===== src/rtl/imem_loader_if.sv =====
// Byte-stream input and instruction-memory write port of the loader.
// master = stream source / memory side, slave = loader.
interface imem_loader_if #(
  parameter int ADDR_W = 5
);
  logic              in_valid;
  logic [7:0]        in_byte;
  logic              in_ready;
  logic              wr_en;
  logic [ADDR_W-1:0] wr_addr;
  logic [31:0]       wr_data;

  modport master (
    output in_valid,
    output in_byte,
    input  in_ready,
    input  wr_en,
    input  wr_addr,
    input  wr_data
  );

  modport slave (
    input  in_valid,
    input  in_byte,
    output in_ready,
    output wr_en,
    output wr_addr,
    output wr_data
  );
endinterface


===== src/rtl/imem_loader.sv =====
// Instruction-memory loader: packs an MSB-first byte stream into
// 32-bit words, writes them to sequential addresses, XOR checksum.
module imem_loader #(
  parameter int DEPTH  = 32,
  parameter int ADDR_W = 5
) (
  input  logic          clk,
  input  logic          rst,
  input  logic          start,
  input  logic [ADDR_W:0] num_words,
  imem_loader_if.slave  bus,
  output logic          busy,
  output logic          done,
  output logic [31:0]   checksum
);

  typedef enum logic [1:0] {
    IDLE,
    LOAD,
    WRITE,
    DONE
  } state_t;

  localparam logic [ADDR_W:0] MAX_N =
    (ADDR_W+1)'(DEPTH);

  state_t          state;
  logic [ADDR_W:0] idx;
  logic [ADDR_W:0] count;
  logic [1:0]      cnt;
  logic [31:0]     word;

  logic            accept;
  logic [31:0]     word_nx;
  logic [ADDR_W:0] idx_nx;
  logic [ADDR_W:0] n_clamp;
  logic            n_zero;

  assign accept  = bus.in_valid & bus.in_ready;
  assign word_nx = {word[23:0], bus.in_byte};
  assign idx_nx  = idx + 1'b1;
  // Oversized requests are clipped so wr_addr stays in range.
  assign n_clamp = (num_words > MAX_N) ? MAX_N
                                       : num_words;
  assign n_zero  = (n_clamp == '0);

  always_ff @(posedge clk or negedge rst) begin
    if (!rst) begin
      state        <= IDLE;
      idx          <= '0;
      count        <= '0;
      cnt          <= '0;
      word         <= '0;
      checksum     <= '0;
      busy         <= 1'b0;
      done         <= 1'b0;
      bus.in_ready <= 1'b0;
      bus.wr_en    <= 1'b0;
      bus.wr_addr  <= '0;
      bus.wr_data  <= '0;
    end else begin
      unique case (state)
        IDLE, DONE: begin
          if (start) begin
            checksum <= '0;
            idx      <= '0;
            cnt      <= '0;
            word     <= '0;
            count    <= n_clamp;
            unique case (1'b1)
              n_zero: begin
                state        <= DONE;
                busy         <= 1'b0;
                done         <= 1'b1;
                bus.in_ready <= 1'b0;
              end
              !n_zero: begin
                state        <= LOAD;
                busy         <= 1'b1;
                done         <= 1'b0;
                bus.in_ready <= 1'b1;
              end
            endcase
          end
        end
        LOAD: begin
          if (accept) begin
            word <= word_nx;
            cnt  <= cnt + 2'd1;
            if (cnt == 2'd3) begin
              state        <= WRITE;
              bus.in_ready <= 1'b0;
              bus.wr_en    <= 1'b1;
              bus.wr_addr  <= idx[ADDR_W-1:0];
              bus.wr_data  <= word_nx;
            end
          end
        end
        WRITE: begin
          bus.wr_en <= 1'b0;
          checksum  <= checksum ^ bus.wr_data;
          idx       <= idx_nx;
          if (idx_nx == count) begin
            state <= DONE;
            busy  <= 1'b0;
            done  <= 1'b1;
          end else begin
            state        <= LOAD;
            bus.in_ready <= 1'b1;
          end
        end
        default: begin
          state <= IDLE;
        end
      endcase
    end
  end

endmodule


===== src/flat_wrapper.sv =====
// flat-port wrapper written by rule: the top's interface ports become plain ports
module imem_loader_flat 
#(
  parameter int DEPTH  = 32,
  parameter int ADDR_W = 5
)
  (clk, rst, start, num_words, busy, done, checksum, bus_in_valid, bus_in_byte, bus_in_ready, bus_wr_en, bus_wr_addr, bus_wr_data);
  imem_loader_if #(.ADDR_W(ADDR_W)) bus_i ();
  input  logic clk;
  input  logic rst;
  input  logic start;
  input  logic [ADDR_W:0] num_words;
  output logic busy;
  output logic done;
  output logic [31:0] checksum;
  input wire logic [$bits(bus_i.in_valid)-1:0] bus_in_valid;
  input wire logic [$bits(bus_i.in_byte)-1:0] bus_in_byte;
  output wire logic [$bits(bus_i.in_ready)-1:0] bus_in_ready;
  output wire logic [$bits(bus_i.wr_en)-1:0] bus_wr_en;
  output wire logic [$bits(bus_i.wr_addr)-1:0] bus_wr_addr;
  output wire logic [$bits(bus_i.wr_data)-1:0] bus_wr_data;
  assign bus_i.in_valid = bus_in_valid;
  assign bus_i.in_byte = bus_in_byte;
  assign bus_in_ready = bus_i.in_ready;
  assign bus_wr_en = bus_i.wr_en;
  assign bus_wr_addr = bus_i.wr_addr;
  assign bus_wr_data = bus_i.wr_data;
  imem_loader #(.DEPTH(DEPTH), .ADDR_W(ADDR_W)) u_core (.clk(clk), .rst(rst), .start(start), .num_words(num_words), .bus(bus_i), .busy(busy), .done(done), .checksum(checksum));
endmodule

===== config.mk =====
export PLATFORM = sky130hd
export DESIGN_NAME = imem_loader_flat
export DESIGN_NICKNAME = d
export VERILOG_FILES = /design/src/rtl/imem_loader_if.sv /design/src/rtl/imem_loader.sv /design/src/flat_wrapper.sv
export SDC_FILE = /design/constraint.sdc
export NUM_CORES = 1
export LEC_CHECK = 0
export ABC_AREA = 1
export BUFFER_PORTS_ARGS = -buffer_cell sky130_fd_sc_hd__clkbuf_2
export CAP_MARGIN = 20
export CORE_AREA = 2 2 116 118
export DETAILED_ROUTE_END_ITERATION = 8
export DIE_AREA = 0 0 118 120
export PLACE_DENSITY = 0.56
export SKIP_CTS_REPAIR_TIMING = 1
export SLEW_MARGIN = 5
export SYNTH_ARGS = -nofsm -noshare
export SYNTH_HDL_FRONTEND = slang
export SYNTH_SLANG_ARGS = --single-unit

===== constraint.sdc =====
create_clock -name clk -period 3.7 [get_ports clk]
set_input_delay 0.74 -clock clk [delete_from_list [all_inputs] [get_ports clk]]
set_output_delay 0.74 -clock clk [all_outputs]
set_load 0.005 [all_outputs]

==> results.py, run 1 <==
metrics = {
    "global_route": {
        "first_global_vias": 3786,
        "grt_remaining_overflow": 0,
        "track_usage_pct": 16.5,
        "grt_max_degree": 114,
        "grt_antenna_before_repair": 0,
        "grt_pass1_wl_microns": 18600,
    },
    "die": {
        "ios": 91,
        "die_h_microns": 120,
        "fp-row-count": 42,
        "core_area_sq_um": 13000,
        "die_area_sq_um": 14200,
        "start_util_pct": 36.8,
        "die_w_microns": 118,
    },
    "run": {
        "max_cap_violations": 0,
    },
    "logic_synthesis": {
        "syn-cell-area_sq_um": 4770,
        "synth_seq_cells": 113,
        "synthFlopType": "dfrtp_1",
        "synthDominantCellAreaShare_pct": 59.2,
        "ys_top_cells_by_area": "dfrtp_1, nand2_1, and3_1, a21oi_1, o21ai_0",
        "synth_async_sr_flop_share_pct": 100,
        "synth-edff-count": 0,
        "syn_inst": 522,
        "synth-seq-area-share_pct": 59.2,
        "syn_nets": 545,
        "synth_area_leader_cell": "dfrtp_1",
        "post_synth_num_cell_types": 25,
        "yosysWarnings": 0,
        "synth_most_common_cell": "nand2_1",
        "ys_top_cells_by_count": "nand2_1, dfrtp_1, inv_1, a21oi_1, o21ai_0",
        "synth_area_per_cell_sq_um": 9.14,
    },
    "final_layout": {
        "design_area_sq_um": 6020,
        "n_fill_cell": 1283,
        "areaGrowthSynthToFinish_pct": 26.1,
        "finalNetCount": 637,
        "fin_util_pct": 46.4,
        "insertedDiodeCount": 0,
        "final-seq-area_sq_um": 2830,
        "multi_input_area_sq_um": 1660,
        "final_cells": 802,
        "drive_gt1_share_pct": 21.7,
    },
    "cts": {
        "cts_sinks": 113,
        "htreeDepth": 4,
        "clkTransAtPathRegs_ns": 0.05,
        "cts.path.max_buffers": 2,
        "cts_root_buffer": "clkbuf_16",
        "insertion_delay_ns": 0.41,
        "cts_tree": "yes",
        "numCtsBuffers": 17,
    },
    "placed_design": {
        "dpl_worst_slack_ns": 1.20,
        "port_buffers": 90,
        "place_area_sq_um": 5370,
        "place_hpwl_microns": 7290,
        "place.gp.congestion": 0.836,
        "dp.cells": 770,
    },
    "setup_path": {
        "path_delay_family": "simple AND/OR/NAND/NOR gates",
        "crit_top_cell": "inv_1",
        "r2r_slack_ns": 1.23,
        "crit_fanout": 17,
        "slowest_delay_ns": 0.52,
        "required_ns": 3.96,
        "crit_cells": 10,
        "critPathArrivalTime_ns": 2.73,
        "crit-reg2reg-launch": "u_core.state[0]",
        "worstSetupPathType": "flip-flop to flip-flop",
        "critical_path_buf_inv_count": 4,
        "r2r_end": "u_core.word[16]",
        "slowest_stage": "nor2_2",
        "cp-start-kind": "flip-flop",
        "end_kind": "flip-flop",
        "reg2reg_depth": 10,
        "crit_chain": "inv_1 > ha_1 > inv_1 > nor2_1 > inv_1 > nand2_1 > nor2_2 > clkinv_1 > nand2_1 > o21ai_0",
    },
    "timing": {
        "tightestPinTransition_ns": 0.859,
        "fmax_ghz": 0.404,
        "max_slew_margin_pct": 42.7,
        "period_share_pct": 66.8,
        "setup_viol": 0,
        "skew_ns": 0.00628,
        "final.setup.tns_ns": 0,
        "hold_slack_ns": 0.384,
        "hold_viol_final": 0,
        "min_period_ns": 2.47,
        "slew_violations": 0,
        "rsz0062_at_grt": "no",
        "finalWorstSetupSlack_ns": 1.23,
    },
    "routing": {
        "post_drt_via_cell_ratio": 4.82,
        "routed_wl_microns": 10800,
        "drc_errors": 0,
        "vias": 3864,
        "antenna_left": 0,
        "drt-wirelength-per-cell_microns": 13.5,
        "drtIter0Drc": 203,
        "first_pass_iters": 4,
    },
    "power_and_ir_drop": {
        "finalPower_mw": 4.90,
        "peakVddDrop_v": 0.000282,
        "p_per_area_nw_per_um2": 815,
        "p_leak_nw": 3.14,
    },
    "run_status": {
        "outcome": "completed",
    },
    "min_path": {
        "hp-class": "primary input to asynchronous set/reset pin",
    },
}
[metal layers]
metal  GRT usage (%)  part of all wire [%]
met3            4.18                   4.3
met5               0                     0
met2            25.3                    46
met1            22.0                    48
met4            7.68                   2.4
[layout by cell type (no fill, tap or decap), types with 3 or more instances in the layout]
cell type  synthesis  final
o21ai_1           13     13
buf_4              2      3
nand4_1            3      3
dfrtp_1          113    113
o21ai_2            3      3
nand2_1          133    132
clkbuf_16          0     17
inv_1             41     41
and3_1            32     32
a21oi_1           35     35
bufinv_16          0      3
nand3_1           28     28
o21ai_0           33     33
inv_2              3      3
nor2_1            11     11
nor3_1            32     32
clkbuf_2           0     89
clkbuf_8           0      6
o22ai_1           10     10
ha_1               5      5
[how the worst max path moves through the flow]
stage               startpoint                  end  slack (ns)
6_report       u_core.state[0]      u_core.word[16]        1.23
5_1_grt        u_core.state[0]        u_core.cnt[0]        0.96
4_1_cts        u_core.state[0]      u_core.word[16]        1.23
3_5_place_dp      bus_in_valid      u_core.word[23]        1.20
3_3_place_gp      bus_in_valid      u_core.word[23]        1.28
2_1_floorplan     num_words[2]  u_core.bus.in_ready        2.00
[state kept, by name (all words and copies together) (netlist names), 2 cells and up]
name / flops
u_core.checksum: 32
u_core.cnt: 2
u_core.state: 2
u_core.count: 6
u_core.idx: 6
u_core.word: 24
u_core.bus.wr_addr: 5
u_core.bus.wr_data: 32
[cell type report]
class,count,share of cell area (%)
clock inverter,8,2.08
tap,176,3.66
inverter,45,2.81
sequential,113,47.0
multi-input combinational,343,27.6
clock buffer,23,8.44
timing repair buffer,94,8.44
[kinds of logic after synthesis]
| group | after synthesis | synth area share (%) |
|---|---|---|
| buffers and inverters | 66 | 6.03 |
| AND/OR/NAND/NOR | 244 | 23.1 |
| AO/OA/AOI/OAI | 94 | 10.4 |
| flip-flops | 113 | 59.2 |
| adder cells (fa/ha/maj) | 5 | 1.31 |
[power by group]
group	internal (mW)	switching, mW	total, mW	leakage (nW)
sequential	1.58	0.247	1.83	1.54
clock	1.16	0.551	1.71	0.311
combinational	0.475	0.888	1.36	1.29
total	3.22	1.69	4.90	3.14
[worst register-to-register path, delay by kind of cell (launching register included)]
family          cells  cell delay [ns]
flops               1             0.39
buf+inv             4             0.67
simple gates        4             0.82
compound gates      1             0.10
fa+ha+maj           1             0.36
No activity file was read; power rests on OpenSTA's default activity.
==> inputs of run 2 (changes only) <==
Settings changed: ABC_AREA 1 to 0, CORE_AREA 2 2 116 118 to 2 2 117 119, DIE_AREA 0 0 118 120 to 0 0 119 121, PLACE_DENSITY 0.56 to 0.59.
Clock period 3.7 ns to 2.1 ns, I/O delays scaled along.
==> run 2 against run 1 <==
The run now ends with hold timing left. Worst hold slack lost 0.40 ns. Via count shrank 9.3%. Maximum frequency grew 25%. Sequential power grew 62%. Clock power grew 52%. Global-route usage shrank 0.23 points. Non-clock buffer count grew 16. Cell count shrank 10%. Critical path depth shrank 3. Area after synthesis grew 2.9%. Clock skew grew 0.0022 ns. Highest routed layer unchanged.
==> results.py, run 2 <==
metrics = {
    "min_path": {
        "hp-class": "primary input to asynchronous set/reset pin",
    },
    "logic_synthesis": {
        "synth_most_common_cell": "dfrtp_1",
        "syn_nets": 451,
        "ys_top_cells_by_area": "dfrtp_1, mux2_1, xor2_1, a22o_1, nand2_1",
        "synth_area_per_cell_sq_um": 11.5,
        "yosysWarnings": 0,
        "synth-seq-area-share_pct": 57.6,
        "synth_async_sr_flop_share_pct": 100,
        "synthDominantCellAreaShare_pct": 57.6,
        "synthFlopType": "dfrtp_1",
        "synth_seq_cells": 113,
        "syn-cell-area_sq_um": 4910,
        "synth_area_leader_cell": "dfrtp_1",
        "ys_top_cells_by_count": "dfrtp_1, nand2_1, nor2_1, mux2_1, xor2_1",
        "syn_inst": 428,
        "synth-edff-count": 0,
        "post_synth_num_cell_types": 44,
    },
    "routing": {
        "drtIter0Drc": 152,
        "routed_wl_microns": 11000,
        "drt-wirelength-per-cell_microns": 15.2,
        "first_pass_iters": 4,
        "post_drt_via_cell_ratio": 4.85,
        "antenna_left": 0,
        "vias": 3503,
        "drc_errors": 0,
    },
    "final_layout": {
        "final_cells": 722,
        "n_fill_cell": 1189,
        "multi_input_area_sq_um": 1950,
        "final_cell_mix": "dfrtp_1, clkbuf_2, nand2_1",
        "largest_registers": "u_core.bus.wr_data x32, u_core.checksum x32, u_core.word x24",
        "insertedDiodeCount": 0,
        "fin_util_pct": 47.6,
        "final-seq-area_sq_um": 2830,
        "finalNetCount": 556,
        "final_common_cell": "dfrtp_1",
        "areaGrowthSynthToFinish_pct": 26.9,
        "drive_gt1_share_pct": 27.7,
    },
    "die": {
        "fp-row-count": 42,
        "die_area_sq_um": 14400,
        "start_util_pct": 37.5,
        "die_w_microns": 119,
        "ios": 91,
        "core_area_sq_um": 13100,
        "die_h_microns": 121,
    },
    "timing": {
        "tightestPinTransition_ns": 0.516,
        "hold_slack_ns": -0.0128,
        "hold_viol_final": 21,
        "min_period_ns": 1.98,
        "max_slew_margin_pct": 65.6,
        "slew_violations": 0,
        "period_share_pct": 94.2,
        "fmax_ghz": 0.506,
        "rsz0062_at_grt": "no",
        "setup_viol": 0,
        "skew_ns": 0.00844,
        "final.setup.tns_ns": 0,
    },
    "setup_path": {
        "cp-start-kind": "flip-flop",
        "required_ns": 2.39,
        "reg2reg_depth": 7,
        "end_kind": "flip-flop",
        "critPathArrivalTime_ns": 2.27,
        "crit_chain": "inv_1 > ha_1 > buf_4 > nor2_1 > a211o_1 > buf_4 > mux2_2",
        "slowest_stage": "dfrtp_1",
        "r2r_slack_ns": 0.12,
        "crit_top_cell": "buf_4",
        "crit-reg2reg-launch": "u_core.state[0]",
        "worstSetupPathType": "flip-flop to flip-flop",
        "r2r_end": "u_core.cnt[0]",
        "crit_fanout": 26,
        "slowest_delay_ns": 0.40,
        "path_delay_family": "buffers and inverters",
        "critical_path_buf_inv_count": 3,
    },
    "global_route": {
        "grt_antenna_before_repair": 0,
        "grt_pass1_wl_microns": 18200,
        "grt_max_degree": 41,
        "track_usage_pct": 16.2,
        "first_global_vias": 3524,
        "grt_remaining_overflow": 0,
    },
    "run_status": {
        "outcome": "complete, but fails checks",
        "violations": "hold timing",
    },
    "power_and_ir_drop": {
        "p_per_area_nw_per_um2": 1290,
        "p_leak_nw": 3.20,
        "peakVddDrop_v": 0.000801,
    },
    "placed_design": {
        "port_buffers": 90,
        "dp.cells": 690,
        "place.gp.congestion": 0.815,
        "place_hpwl_microns": 7360,
    },
    "run": {
        "max_cap_violations": 0,
    },
    "cts": {
        "cts.path.max_buffers": 2,
        "clkTransAtPathRegs_ns": 0.06,
        "htreeDepth": 4,
        "numCtsBuffers": 17,
        "cts_tree": "yes",
        "cts_sinks": 113,
        "insertion_delay_ns": 0.40,
        "cts_root_buffer": "clkbuf_16",
    },
}
==> run 2: cell types whose count changed in the layout (fill, tap and decap cells not counted), sizes merged, moves of 16 or more <==
cell,delta
o21ai,-30
nor2,+32
a21oi,-24
inv,-31
a22o,+26
mux2,+37
buf,+16
nand3,-22
and3,-30
xor2,+35
nand2,-84
nor3,-28
==> run 2: report_power, final <==
group | switching [mW] | total (mW) | leakage, nW | internal [mW]
Clock | 1.04 | 2.60 | 0.265 | 1.55
Combinational | 1.44 | 2.47 | 1.39 | 1.03
Sequential | 0.366 | 2.97 | 1.55 | 2.61
Total | 2.85 | 8.04 | 3.20 | 5.19
==> run 2: final cells by class <==
cell class | count | area share [%]
Inverter | 9 | 0.542
Clock buffer | 19 | 7.10
Timing Repair Buffer | 110 | 10.5
Multi-Input combinational cell | 282 | 31.3
Clock inverter | 13 | 1.67
Sequential cell | 113 | 45.4
Tap cell | 176 | 3.53
==> run 2: worst max-delay path by stage <==
| stage | slack (ns) | startpoint | end | cells past startpoint |
|---|---|---|---|---|
| floorplan | 0.10 | u_core.state[0] | u_core.checksum[22] | 9 |
| global placement | 0.21 | u_core.state[0] | u_core.cnt[0] | 7 |
| detailed placement | 0.15 | u_core.state[0] | u_core.cnt[0] | 7 |
| CTS | 0.12 | u_core.state[0] | u_core.cnt[0] | 7 |
| global route | 0.03 | u_core.state[0] | u_core.checksum[0] | 8 |
| finish | 0.12 | u_core.state[0] | u_core.cnt[0] | 7 |
==> run 2: layer usage <==
metal | track usage (%) | up-vias | routed length [microns]
met2 | 25.4 | 77 | 5190
met5 | 0 | - | 0
met3 | 3.81 | 13 | 390
met4 | 6.62 | 0 | 181
met1 | 21.8 | 1721 | 5200
li1 | - | 1692 | -
==> run 2: cells by family after synthesis <==
| family | share of synthesized area, % |
|---|---|
| muxes | 8.48 |
| AOI/OAI and AO/OA | 11.0 |
| DFF | 57.6 |
| and+or+nand+nor | 11.9 |
| buffers and inverters | 2.90 |
| xor gates and xnor gates | 6.95 |
| adders and majority gates | 1.27 |
==> run 2: per-stage QoR <==
step                      setup slack, ns  power (mW)  hold slack (ns)  cell area, sq um
after global placement              0.211        5.41            0.423              5690
after global routing               0.0317        8.54           0.0150              6230
after floorplan                     0.103        4.49            0.124              4910
after detailed placement            0.147        5.49            0.429              5690
final                               0.123        8.04          -0.0128              6230
after CTS                           0.124        8.14         -0.00657              6230
==> inputs of run 3 (changes only) <==
Settings changed: MAX_ROUTING_LAYER set to met4.
==> run 3 against run 2 <==
Highest routed layer unchanged. Largest power group unchanged. First-iteration DRC count is 1.3% higher. The flow still finishes with violations (hold timing). Die area did not move. Flip-flop and latch count is the same.
==> results.py, run 3 (synthesized netlist as in run 2, its figures left out) <==
metrics = {
    "placed_design": {
        "place.gp.congestion": 0.827,
        "dpl_worst_slack_ns": 0.147,
        "port_buffers": 90,
        "place_hpwl_microns": 7360,
        "dp.cells": 690,
        "place_area_sq_um": 5690,
    },
    "die": {
        "die_area_sq_um": 14400,
        "fp-row-count": 42,
        "die_w_microns": 119,
        "start_util_pct": 37.5,
        "core_area_sq_um": 13100,
        "ios": 91,
        "die_h_microns": 121,
    },
    "run_status": {
        "outcome": "complete, but fails checks",
        "violations": "hold timing",
    },
    "timing": {
        "min_period_ns": 1.97,
        "final.setup.tns_ns": 0,
        "finalWorstSetupSlack_ns": 0.129,
        "fmax_ghz": 0.507,
        "tightestPinTransition_ns": 0.516,
        "rsz0062_at_grt": "no",
        "max_slew_margin_pct": 65.6,
        "setup_viol": 0,
        "period_share_pct": 93.9,
        "skew_ns": 0.00847,
        "hold_viol_final": 22,
        "hold_slack_ns": -0.0137,
        "slew_violations": 0,
    },
    "setup_path": {
        "end_kind": "flip-flop",
        "required_ns": 2.39,
        "critPathArrivalTime_ns": 2.26,
        "r2r_slack_ns": 0.13,
        "slowest_delay_ns": 0.42,
        "cp-start-kind": "flip-flop",
        "slowest_stage": "nor2b_1",
        "worstSetupPathType": "flip-flop to flip-flop",
        "critical_path_buf_inv_count": 3,
        "crit_fanout": 26,
        "crit_chain": "inv_1 > ha_1 > nor2b_1 > buf_4 > nor3b_4 > buf_12 > mux2_2",
        "path_delay_family": "simple AND/OR/NAND/NOR gates",
    },
    "routing": {
        "drtIter0Drc": 154,
        "vias": 3504,
        "routed_wl_microns": 11000,
        "drc_errors": 0,
        "drt-wirelength-per-cell_microns": 15.2,
        "first_pass_iters": 4,
        "post_drt_via_cell_ratio": 4.85,
        "antenna_left": 0,
    },
    "final_layout": {
        "final-seq-area_sq_um": 2830,
        "fin_util_pct": 47.6,
        "n_fill_cell": 1189,
        "final_cells": 722,
        "multi_input_area_sq_um": 1950,
        "finalNetCount": 556,
        "final_cell_mix": "dfrtp_1, clkbuf_2, nand2_1",
        "areaGrowthSynthToFinish_pct": 26.9,
        "drive_gt1_share_pct": 27.7,
        "largest_registers": "u_core.bus.wr_data x32, u_core.checksum x32, u_core.word x24",
        "final_common_cell": "dfrtp_1",
        "design_area_sq_um": 6230,
        "insertedDiodeCount": 0,
    },
    "power_and_ir_drop": {
        "p_int_mw": 5.19,
        "comb_power_share_pct": 30.7,
        "clock_power_share_pct": 32.3,
        "p_switching_mw": 2.85,
        "p_leak_nw": 3.20,
        "sw_frac_of_total_pct": 35.4,
        "seq_power_share_pct": 37.0,
        "p_per_area_nw_per_um2": 1290,
        "peakVddDrop_v": 0.000799,
        "finalPower_mw": 8.04,
    },
    "cts": {
        "cts_sinks": 113,
        "cts.path.max_buffers": 2,
        "clkTransAtPathRegs_ns": 0.06,
        "numCtsBuffers": 17,
        "insertion_delay_ns": 0.41,
        "cts_root_buffer": "clkbuf_16",
        "htreeDepth": 4,
        "cts_tree": "yes",
    },
    "global_route": {
        "track_usage_pct": 16.7,
        "grt_busiest_layer": "met2",
        "grt_max_degree": 41,
        "met2_usage_pct": 25.4,
        "use_met1_pct": 21.9,
        "use_met3_pct": 3.57,
        "grt_remaining_overflow": 0,
        "grt_antenna_before_repair": 0,
        "grt_pass1_wl_microns": 18200,
        "first_global_vias": 3516,
    },
    "run": {
        "max_cap_violations": 0,
    },
    "min_path": {
        "hp-class": "primary input to asynchronous set/reset pin",
    },
}
## run 3: cell counts in the layout (fill, tap and decap cells not counted)
No cell type changed its count.
## run 3: worst register-to-register path, delay by kind of cell, from the launching register on
family                   cells  cell delay (ns)
multiplexers                 1             0.27
buffers and inverters        3             0.44
adder cells (fa/ha/maj)      1             0.30
flip-flops                   1             0.40
AND/OR/NAND/NOR              2             0.46
## run 3: path summary, 6_finish.rpt
| check | start | to | cells past startpoint |
|---|---|---|---|
| setup / recovery | u_core.state[0] | u_core.cnt[0] | 7 |
| hold / removal | rst | u_core.count[2] | 1 |
| setup reg to reg | u_core.state[0] | u_core.cnt[0] | 7 |
| hold reg to reg | u_core.word[16] | u_core.bus.wr_data[24] | 1 |
| max in group asynchronous | rst | u_core.word[16] | 2 |
| min in group clk | num_words[3] | u_core.count[3] | 3 |
## run 3: power groups by stage
stage	clock network, mW	logic [mW]	registers (mW)
floorplan	0	1.57	2.91
global placement	0	2.43	2.99
finish	2.60	2.47	2.97
global route	2.77	2.74	3.03
CTS	2.65	2.51	2.98
detailed placement	0	2.48	3.01
## run 3: layout make-up
type	instances	area share, %
multi-input cells	282	31.3
flip-flops and latches	113	45.4
clock buffers	19	7.10
inverters	9	0.542
well taps	176	3.53
repair buffers	110	10.5
clock inverters	13	1.67
## run 3: routing by layer
metal	wire length, microns	vias to the layer above
li1	-	1689
met1	5230	1720
met2	5180	80
met3	371	15
met4	201	0
met5	0	-
